### config.mk
export PLATFORM = sky130hd
export DESIGN_NAME = mem_stage
export DESIGN_NICKNAME = d
export VERILOG_FILES = /design/src/rtl/mem_stage_pkg.sv /design/src/rtl/dmem_ctrl.sv /design/src/rtl/mem_stage.sv
export SDC_FILE = /design/constraint.sdc
export NUM_CORES = 1
export LEC_CHECK = 0
export ABC_AREA = 0
export BUFFER_PORTS_ARGS = -buffer_cell sky130_fd_sc_hd__buf_4
export CAP_MARGIN = 20
export CORE_AREA = 2 2 74 76
export DETAILED_ROUTE_END_ITERATION = 12
export DIE_AREA = 0 0 76 78
export PLACE_DENSITY_LB_ADDON = 0.25
export SLEW_MARGIN = 20
export SYNTH_ARGS = -nofsm -noshare
export SYNTH_HDL_FRONTEND = slang
export SYNTH_SLANG_ARGS = --single-unit
### constraint.sdc
create_clock -name clk -period 2.1 [get_ports clk]
set_input_delay 0.42 -clock clk [delete_from_list [all_inputs] [get_ports clk]]
set_output_delay 0.42 -clock clk [all_outputs]
set_load 0.03 [all_outputs]
### src/rtl/mem_stage_pkg.sv
// Shared types and constants for the memory stage: FSM state encoding,
// timeout counter width and the MEM/WB bundle with its bubble values.
package mem_stage_pkg;

  typedef enum logic {
    IDLE = 1'b0,
    WAIT = 1'b1
  } state_t;

  localparam int CNT_W = 8;

  typedef struct packed {
    logic [15:0] data;
    logic [2:0]  regsel;
    logic        reg_write;
    logic        halt;
    logic        valid;
    logic        err;
  } wb_t;

  localparam wb_t BUBBLE     = '0;
  localparam wb_t ERR_BUBBLE = '{data: 16'h0000, regsel: 3'b000, reg_write: 1'b0,
                                 halt: 1'b1, valid: 1'b0, err: 1'b1};

endpackage

### src/rtl/dmem_ctrl.sv
// Data-memory handshake FSM: request/stall generation, timeout counter and,
// when MEM_ALIGN_CHECK_EN is defined, rejection of odd addresses.
module dmem_ctrl
  import mem_stage_pkg::*;
#(
  parameter int unsigned TIMEOUT_CYC = 15
) (
  input  logic clk,
  input  logic rst,
  input  logic mem_op,
  input  logic addr_lsb,
  input  logic dmem_ready,
  output logic dmem_req,
  output logic stall,
  output logic take,
  output logic abort
);

  localparam logic [CNT_W-1:0] TIMEOUT = CNT_W'(TIMEOUT_CYC);

  state_t           state_q, state_d;
  logic [CNT_W-1:0] cnt_q, cnt_d;
  logic             misaligned;

`ifdef MEM_ALIGN_CHECK_EN
  assign misaligned = addr_lsb;
`else
  // Bit 0 is deliberately ignored; the AND keeps the port formally used.
  assign misaligned = addr_lsb & 1'b0;
`endif

  // NOTE: every signal driven here gets a default first so no path leaves it
  // unassigned, which would otherwise infer a latch.
  always_comb begin
    state_d  = state_q;
    cnt_d    = cnt_q;
    dmem_req = 1'b0;
    stall    = 1'b0;
    take     = 1'b0;
    abort    = 1'b0;
    case (state_q)
      IDLE: begin
        if (!mem_op) begin
          take = 1'b1;
        end else if (misaligned) begin
          abort = 1'b1;
        end else begin
          dmem_req = 1'b1;
          if (dmem_ready) begin
            take = 1'b1;
          end else begin
            stall   = 1'b1;
            state_d = WAIT;
            cnt_d   = CNT_W'(1);
          end
        end
      end
      WAIT: begin
        // A late ready wins over the timeout in the same cycle.
        if (dmem_ready) begin
          dmem_req = mem_op;
          take     = 1'b1;
          state_d  = IDLE;
          cnt_d    = '0;
        end else if (cnt_q == TIMEOUT) begin
          abort   = 1'b1;
          state_d = IDLE;
          cnt_d   = '0;
        end else begin
          dmem_req = mem_op;
          stall    = 1'b1;
          cnt_d    = cnt_q + CNT_W'(1);
        end
      end
      default: state_d = IDLE;
    endcase
    if (rst) begin
      dmem_req = 1'b0;
      stall    = 1'b0;
    end
  end

  // NOTE: state registers use non-blocking assignments so every flop samples
  // its pre-edge value regardless of process evaluation order.
  always_ff @(posedge clk) begin
    if (rst) begin
      state_q <= IDLE;
      cnt_q   <= '0;
    end else begin
      state_q <= state_d;
      cnt_q   <= cnt_d;
    end
  end

endmodule

### src/rtl/mem_stage.sv
// MEM stage of the 16-bit pipeline: wraps dmem_ctrl with the write-back mux
// and the MEM/WB register. Optional odd-address trap: MEM_ALIGN_CHECK_EN.
module mem_stage
  import mem_stage_pkg::*;
#(
  parameter int unsigned TIMEOUT_CYC = 15
) (
  input  logic        clk,
  input  logic        rst,
  input  logic        valid_in,
  input  logic [15:0] aluResult_in,
  input  logic [15:0] B_in,
  input  logic [15:0] nextPC_in,
  input  logic [15:0] newPC_in,
  input  logic [2:0]  regsel_in,
  input  logic        enJAL_in,
  input  logic        branch_in,
  input  logic        mem_to_reg_in,
  input  logic        memWrite_in,
  input  logic        regWrite_in,
  input  logic        halt_in,
  output logic        dmem_req,
  output logic        dmem_we,
  output logic [15:0] dmem_addr,
  output logic [15:0] dmem_wdata,
  input  logic        dmem_ready,
  input  logic [15:0] dmem_rdata,
  output logic        stall,
  output logic        pc_redirect,
  output logic [15:0] pc_target,
  output logic [15:0] wbData_out,
  output logic [2:0]  regsel_out,
  output logic        regWrite_out,
  output logic        halt_out,
  output logic        valid_out,
  output logic        err_out
);

  logic mem_op, take, abort;
  wb_t  wb_d, wb_q;

  assign mem_op     = valid_in & (mem_to_reg_in | memWrite_in);
  assign dmem_addr  = aluResult_in;
  assign dmem_wdata = B_in;
  assign dmem_we    = memWrite_in;

  assign pc_redirect = valid_in & branch_in & ~rst;
  assign pc_target   = newPC_in;

  dmem_ctrl #(.TIMEOUT_CYC(TIMEOUT_CYC)) u_ctrl (
    .clk        (clk),
    .rst        (rst),
    .mem_op     (mem_op),
    .addr_lsb   (aluResult_in[0]),
    .dmem_ready (dmem_ready),
    .dmem_req   (dmem_req),
    .stall      (stall),
    .take       (take),
    .abort      (abort)
  );

  always_comb begin
    wb_d = BUBBLE;
    if (abort) begin
      wb_d = ERR_BUBBLE;
    end else if (take && valid_in) begin
      wb_d.data      = enJAL_in      ? nextPC_in  :
                       mem_to_reg_in ? dmem_rdata : aluResult_in;
      wb_d.regsel    = regsel_in;
      wb_d.reg_write = regWrite_in;
      wb_d.halt      = halt_in;
      wb_d.valid     = 1'b1;
    end
  end

  always_ff @(posedge clk) begin
    if (rst) wb_q <= BUBBLE;
    else     wb_q <= wb_d;
  end

  assign wbData_out   = wb_q.data;
  assign regsel_out   = wb_q.regsel;
  assign regWrite_out = wb_q.reg_write;
  assign halt_out     = wb_q.halt;
  assign valid_out    = wb_q.valid;
  assign err_out      = wb_q.err;

endmodule

# --- Word level (Yosys, flattened, before mapping) ---
# Index checks and enable logic that the tools add are counted.
op_classes:
  add_sub_neg: 1
  n_eq_ne: 3
  n_mux: 27
  bitwise_logic: 7
  n_reduce_logical: 4
op_table:
  columns: ["op", "n"]
  rows:
  - ["2-to-1 mux 16 bit", 2]
  - ["2-to-1 mux 8 bit", 4]
  - ["one-hot mux 8 bit (2 select lines)", 1]
  - ["2-to-1 mux 1 bit", 14]
  - ["adder 8 x 1 -> 8 bit, second input constant", 1]
  - ["equality test 8 x 4 -> 1 bit, second input constant", 1]
  - ["one-hot mux 1 bit (2 select lines)", 4]
  - ["2-to-1 mux 2 bit", 2]
  - ["AND 1 bit", 3]
  - ["NOT 1 bit", 3]
  - ["OR reduction 3 bit", 1]
  - ["inequality test 2 x 1 -> 1 bit, second input constant", 1]
  - ["inequality test 2 bit, second input constant", 1]
  - ["AND reduction 2 bit", 1]
  - ["OR reduction 2 bit", 1]
  - ["logical AND 1 bit", 1]
  - ["OR 1 bit", 1]
totals:
  reg_bits: 32
  inputBits: 93
  wordCells: 50

# --- Logic depth before layout (Yosys ltp) ---
depth:
  ltp_word: 7
  ltp_mapped: 6

# --- Hierarchy ---
# A second synthesis with hierarchy kept.
unflattened:
  cells_unflattened: 197
  hier_area_um2: 1891.8
by_module_without_submodules:
  columns: ["module", "instances", "cells_per_inst", "area_per_inst_um2", "seq_area_each_um2"]
  rows:
  - ["mem_stage", 1, 138, 1398.8, 460.4]
  - ["dmem_ctrl", 1, 59, 493.0, 180.2]

# --- Least setup slack after synthesis ---
# OpenSTA, ideal clock, no wires.
synth_timing:
  path_kind: "register to output"
  from: "register u_ctrl.cnt_q[0]"
  to: "output stall"
  arrival_ps: 1719
  t_required_ps: 1680
  setup_slack_ps: -39
  stages_incl_launch_ff: 7
  path_buffers: 1
  cell_sequence: "dfxtp_1 ha_1 and3_1 clkbuf_1 a21oi_1 nor2_1 nor3_1"
synth_between:
  elab_chain_cells: 5
synth_lines:
  columns: ["element", "line", "source"]
  rows:
  - ["start: declaration", "dmem_ctrl.sv:22", "logic [CNT_W-1:0] cnt_q, cnt_d;"]
  - ["start signal: assignment", "dmem_ctrl.sv:91", "cnt_q <= cnt_d;"]
  - ["equality test 8 x 4 -> 1 bit", "dmem_ctrl.sv:65", "end else if (cnt_q == TIMEOUT) begin"]
  - ["2-to-1 mux 1 bit", "dmem_ctrl.sv:65", null]
  - ["2-to-1 mux 1 bit", "dmem_ctrl.sv:60", "if (dmem_ready) begin"]
  - ["one-hot mux 1 bit (2 select lines)", "dmem_ctrl.sv:41", "case (state_q)"]
  - ["2-to-1 mux 1 bit", null, null]
  - ["end: declaration", "mem_stage.sv:28", "output logic stall,"]
# No other way between the ends.

# --- Worst setup path in the final report ---
# Ends and elaborated chain as after synthesis.

==> metrics.cfg <==
[final_layout]
post-route-util_pct = 47.7
syn_to_final_growth_pct = 31.8
antenna_cells = 0
drive_above_1_share_pct = 46.5
nets = 362
final_cells = 339

[synthesis]
synth_area_um2 = 1820
syn_avg_cell_area_um2 = 8.60
synth_nets = 306
syn_inst = 212
yosysSeqAreaShare_pct = 35.1
synth-seq-cells = 32
ys_types = 32
yosysWarnings = 0

[placed_design]
hpwl_mm = 3.48
gp_congestion = 0.791
pre_cts_slack_ns = 0.344
io_buffers = 103
dpl.cell_count = 328

[route]
first_iter_violations = 46
drc = 0
drt-pass1-iter-count = 7
wire_per_inst_um = 13.0
ant_nets = 0
vias = 1551
vias_per_cell = 4.58
postRouteWirelength_mm = 4.39

[run]
cap_violations = 0

[hold_path]
hold_end = regsel_out[1]$_SDFF_PP0_
hold_depth = 2
hp-start = regsel_in[1]
hp-class = input port to flop

[clock_network]
cts_hold_buf = 0
numCtsBuffers = 5
insertion_delay_ns = 0.27
cts.htree.levels = 2
ctsLongestPathBuffers = 2
cts.sinks = 32
clkTransAtPathRegs_ns = 0.07
root_buffer = clkbuf_8
cts_tree = done

[global_route]
first_global_vias = 1405
grt.overflow.total = 0
track_usage_pct = 14.6
grt_antenna_before_repair = 0
grt_pass1_wl_mm = 6.89
grt_max_degree = 33

[critical_path]
cp-start-kind = flop
end_kind = output pin
reg2reg_depth = 4
cpPeakStageDelay_ns = 0.34
crit_type = flop to output pin
r2r_setup_slack_ns = 0.52
path_cells = ha_2, and3_4, a21oi_2, nor2_1, nor3_2, buf_4
rr_startpoint = u_ctrl.state_q$_DFF_P_
crit_path_top_delay_cell = dfxtp_2
worstPathRequired_ns = 1.68
critPathMaxFanout = 6
timing.rr.end = regWrite_out$_SDFF_PP0_
worstPathArrival_ns = 1.58

[die]
top_level_ports = 168
initial_utilization_pct = 36.2
die_h_um = 78
rows = 26
die_x_um = 76
core_um2 = 5040
dieArea_um2 = 5930

[power]
p_sw_share_pct = 25.3
power.share.sequential_pct = 41.8
power.leakage_nw = 1.18
ir_drop_mv = 0.290
combPwrFrac_pct = 21.1
internal_power_mw = 1.13
switchingPower_uw = 382
p_per_area_nw_per_um2 = 629
clkPwrFrac_pct = 37.1

[sta]
tns_ns = 0
finalSetupViolations = 0
hold_viol = 0
fin_crit_ns = 2.00
fin_hold_ws_ns = 0.349
finClkSkew_ns = 0.00708
max_slew_margin_pct = 53.0
slew_violations = 0
fmax_ghz = 0.501
finalCritPeriodShare_pct = 95.0
layout_setup_ws_ns = 0.105
tightest_slew_ns = 0.704

[outcome]
status = completed

==> per-stage QoR <==
step,power (mW),area (µm²)
after detailed placement,0.968,2260
after floorplan,0.951,1830
after global routing,1.60,2400
final,1.51,2400
after global placement,0.966,2260
after CTS,1.54,2370
==> state kept, by name, indices dropped and copies added, names as in the netlist <==
| register | count |
|---|---|
| halt_out | 1 |
| regWrite_out | 1 |
| wbData_out | 16 |
| u_ctrl.cnt_q | 8 |
| regsel_out | 3 |
| err_out | 1 |
| valid_out | 1 |
| u_ctrl.state_q | 1 |
==> cells in the final DEF, fill, tap and decap left out, drive strengths merged <==
cell / n
bufinv: 1
o211a: 2
o21ai: 5
clkinv: 1
buf: 107
a211oi: 2
nor2b: 2
clkbuf: 6
nand2b: 1
xor2: 1
mux2i: 16
a22o: 2
nor4: 1
and3: 3
a221o: 2
dfxtp: 32
nand3: 2
a21oi: 22
a32o: 1
o211ai: 2
nor2: 37
nand2: 4
o21bai: 1
nor3: 5
and2: 6
ha: 1
inv: 3
xnor2: 1
==> layout make-up <==
type                            instances  area (µm²)
Fill cell                             535        2640
Timing Repair Buffer                  107         803
Multi-Input combinational cell        119         752
Sequential cell                        32         642
Tap cell                               70        87.6
Clock buffer                            6        72.6
Clock inverter                          2        35.0
Inverter                                3        11.3
==> Yosys cell counts (all sizes together) <==
cell type | count | share of area (%)
bufbuf | 1 | 1.8
a32o | 1 | 0.55
xnor2 | 1 | 0.48
a22o | 2 | 1.1
mux2i | 16 | 8.8
nor3 | 5 | 1.4
and3 | 3 | 1.0
clkbuf | 5 | 1.0
o21bai | 1 | 0.41
xor2 | 1 | 0.48
inv | 3 | 0.62
nor2 | 37 | 7.6
nand2 | 4 | 0.82
o211ai | 2 | 0.82
nor4 | 1 | 1.2
dfxtp | 32 | 35
nand2b | 1 | 0.34
a21oi | 22 | 6.0
nand3 | 2 | 0.55
a221o | 2 | 1.2
ha | 1 | 0.69
and2 | 6 | 2.1
o21ai | 5 | 1.6
nor2b | 2 | 0.69
a211oi | 2 | 1.5
o211a | 2 | 1.1
buf | 52 | 21
==> worst max-delay path by stage <==
stage	from	end	slack, ns	cells past startpoint
floorplan	u_ctrl.cnt_q[0]$_SDFFE_PP0P_	dmem_req	0.15	5
global placement	u_ctrl.cnt_q[0]$_SDFFE_PP0P_	stall	0.35	6
detailed placement	u_ctrl.cnt_q[0]$_SDFFE_PP0P_	stall	0.34	6
CTS	u_ctrl.cnt_q[0]$_SDFFE_PP0P_	stall	0.03	6
global route	u_ctrl.cnt_q[0]$_SDFFE_PP0P_	stall	-0.003	6
finish	u_ctrl.cnt_q[0]$_SDFFE_PP0P_	stall	0.10	6
==> critical path: cells and delay by family, from the launching register on <==
family,cells,cell delay [ns]
AND/OR/NAND/NOR,3,0.46
flip-flops,1,0.34
buffers and inverters,1,0.19
adder cells (fa/ha/maj),1,0.20
AO/OA/AOI/OAI,1,0.11
==> cell families after synthesis <==
kind of cell               count (synthesis)  share of synthesized area (%)
buffers and inverters                     61                           24.6
and+or+nand+nor                           61                           15.6
adders and majority gates                  1                          0.686
DFF                                       32                           35.1
xor gates and xnor gates                   2                          0.960
AOI/OAI and AO/OA                         39                           14.3
muxes                                     16                           8.78
==> power groups by stage <==
stage | Sequential (mW) | Clock (mW) | Combinational (mW)
2_1_floorplan | 0.675 | 0 | 0.276
3_3_place_gp | 0.644 | 0 | 0.321
3_5_place_dp | 0.645 | 0 | 0.323
4_1_cts | 0.631 | 0.581 | 0.324
5_1_grt | 0.633 | 0.616 | 0.347
6_report | 0.632 | 0.560 | 0.320
==> repair_timing <==
action | 4_1_cts | 5_1_grt
resized for setup | 0 | 5
setup endpoints to repair | 0 | 2
setup buffers | 0 | 3
==> routing by layer <==
metal  part of all wire, %  vias to the layer above  routed length, µm  track usage, %
met1                    36                      694               1590            16.2
met5                     0                        -                  0               0
met3                   8.7                        8                384            5.93
met2                    54                       77               2370            25.1
li1                      -                      772                  -               -
met4                   1.1                        0                 49            5.64
No activity file was read; power rests on OpenSTA's default activity.
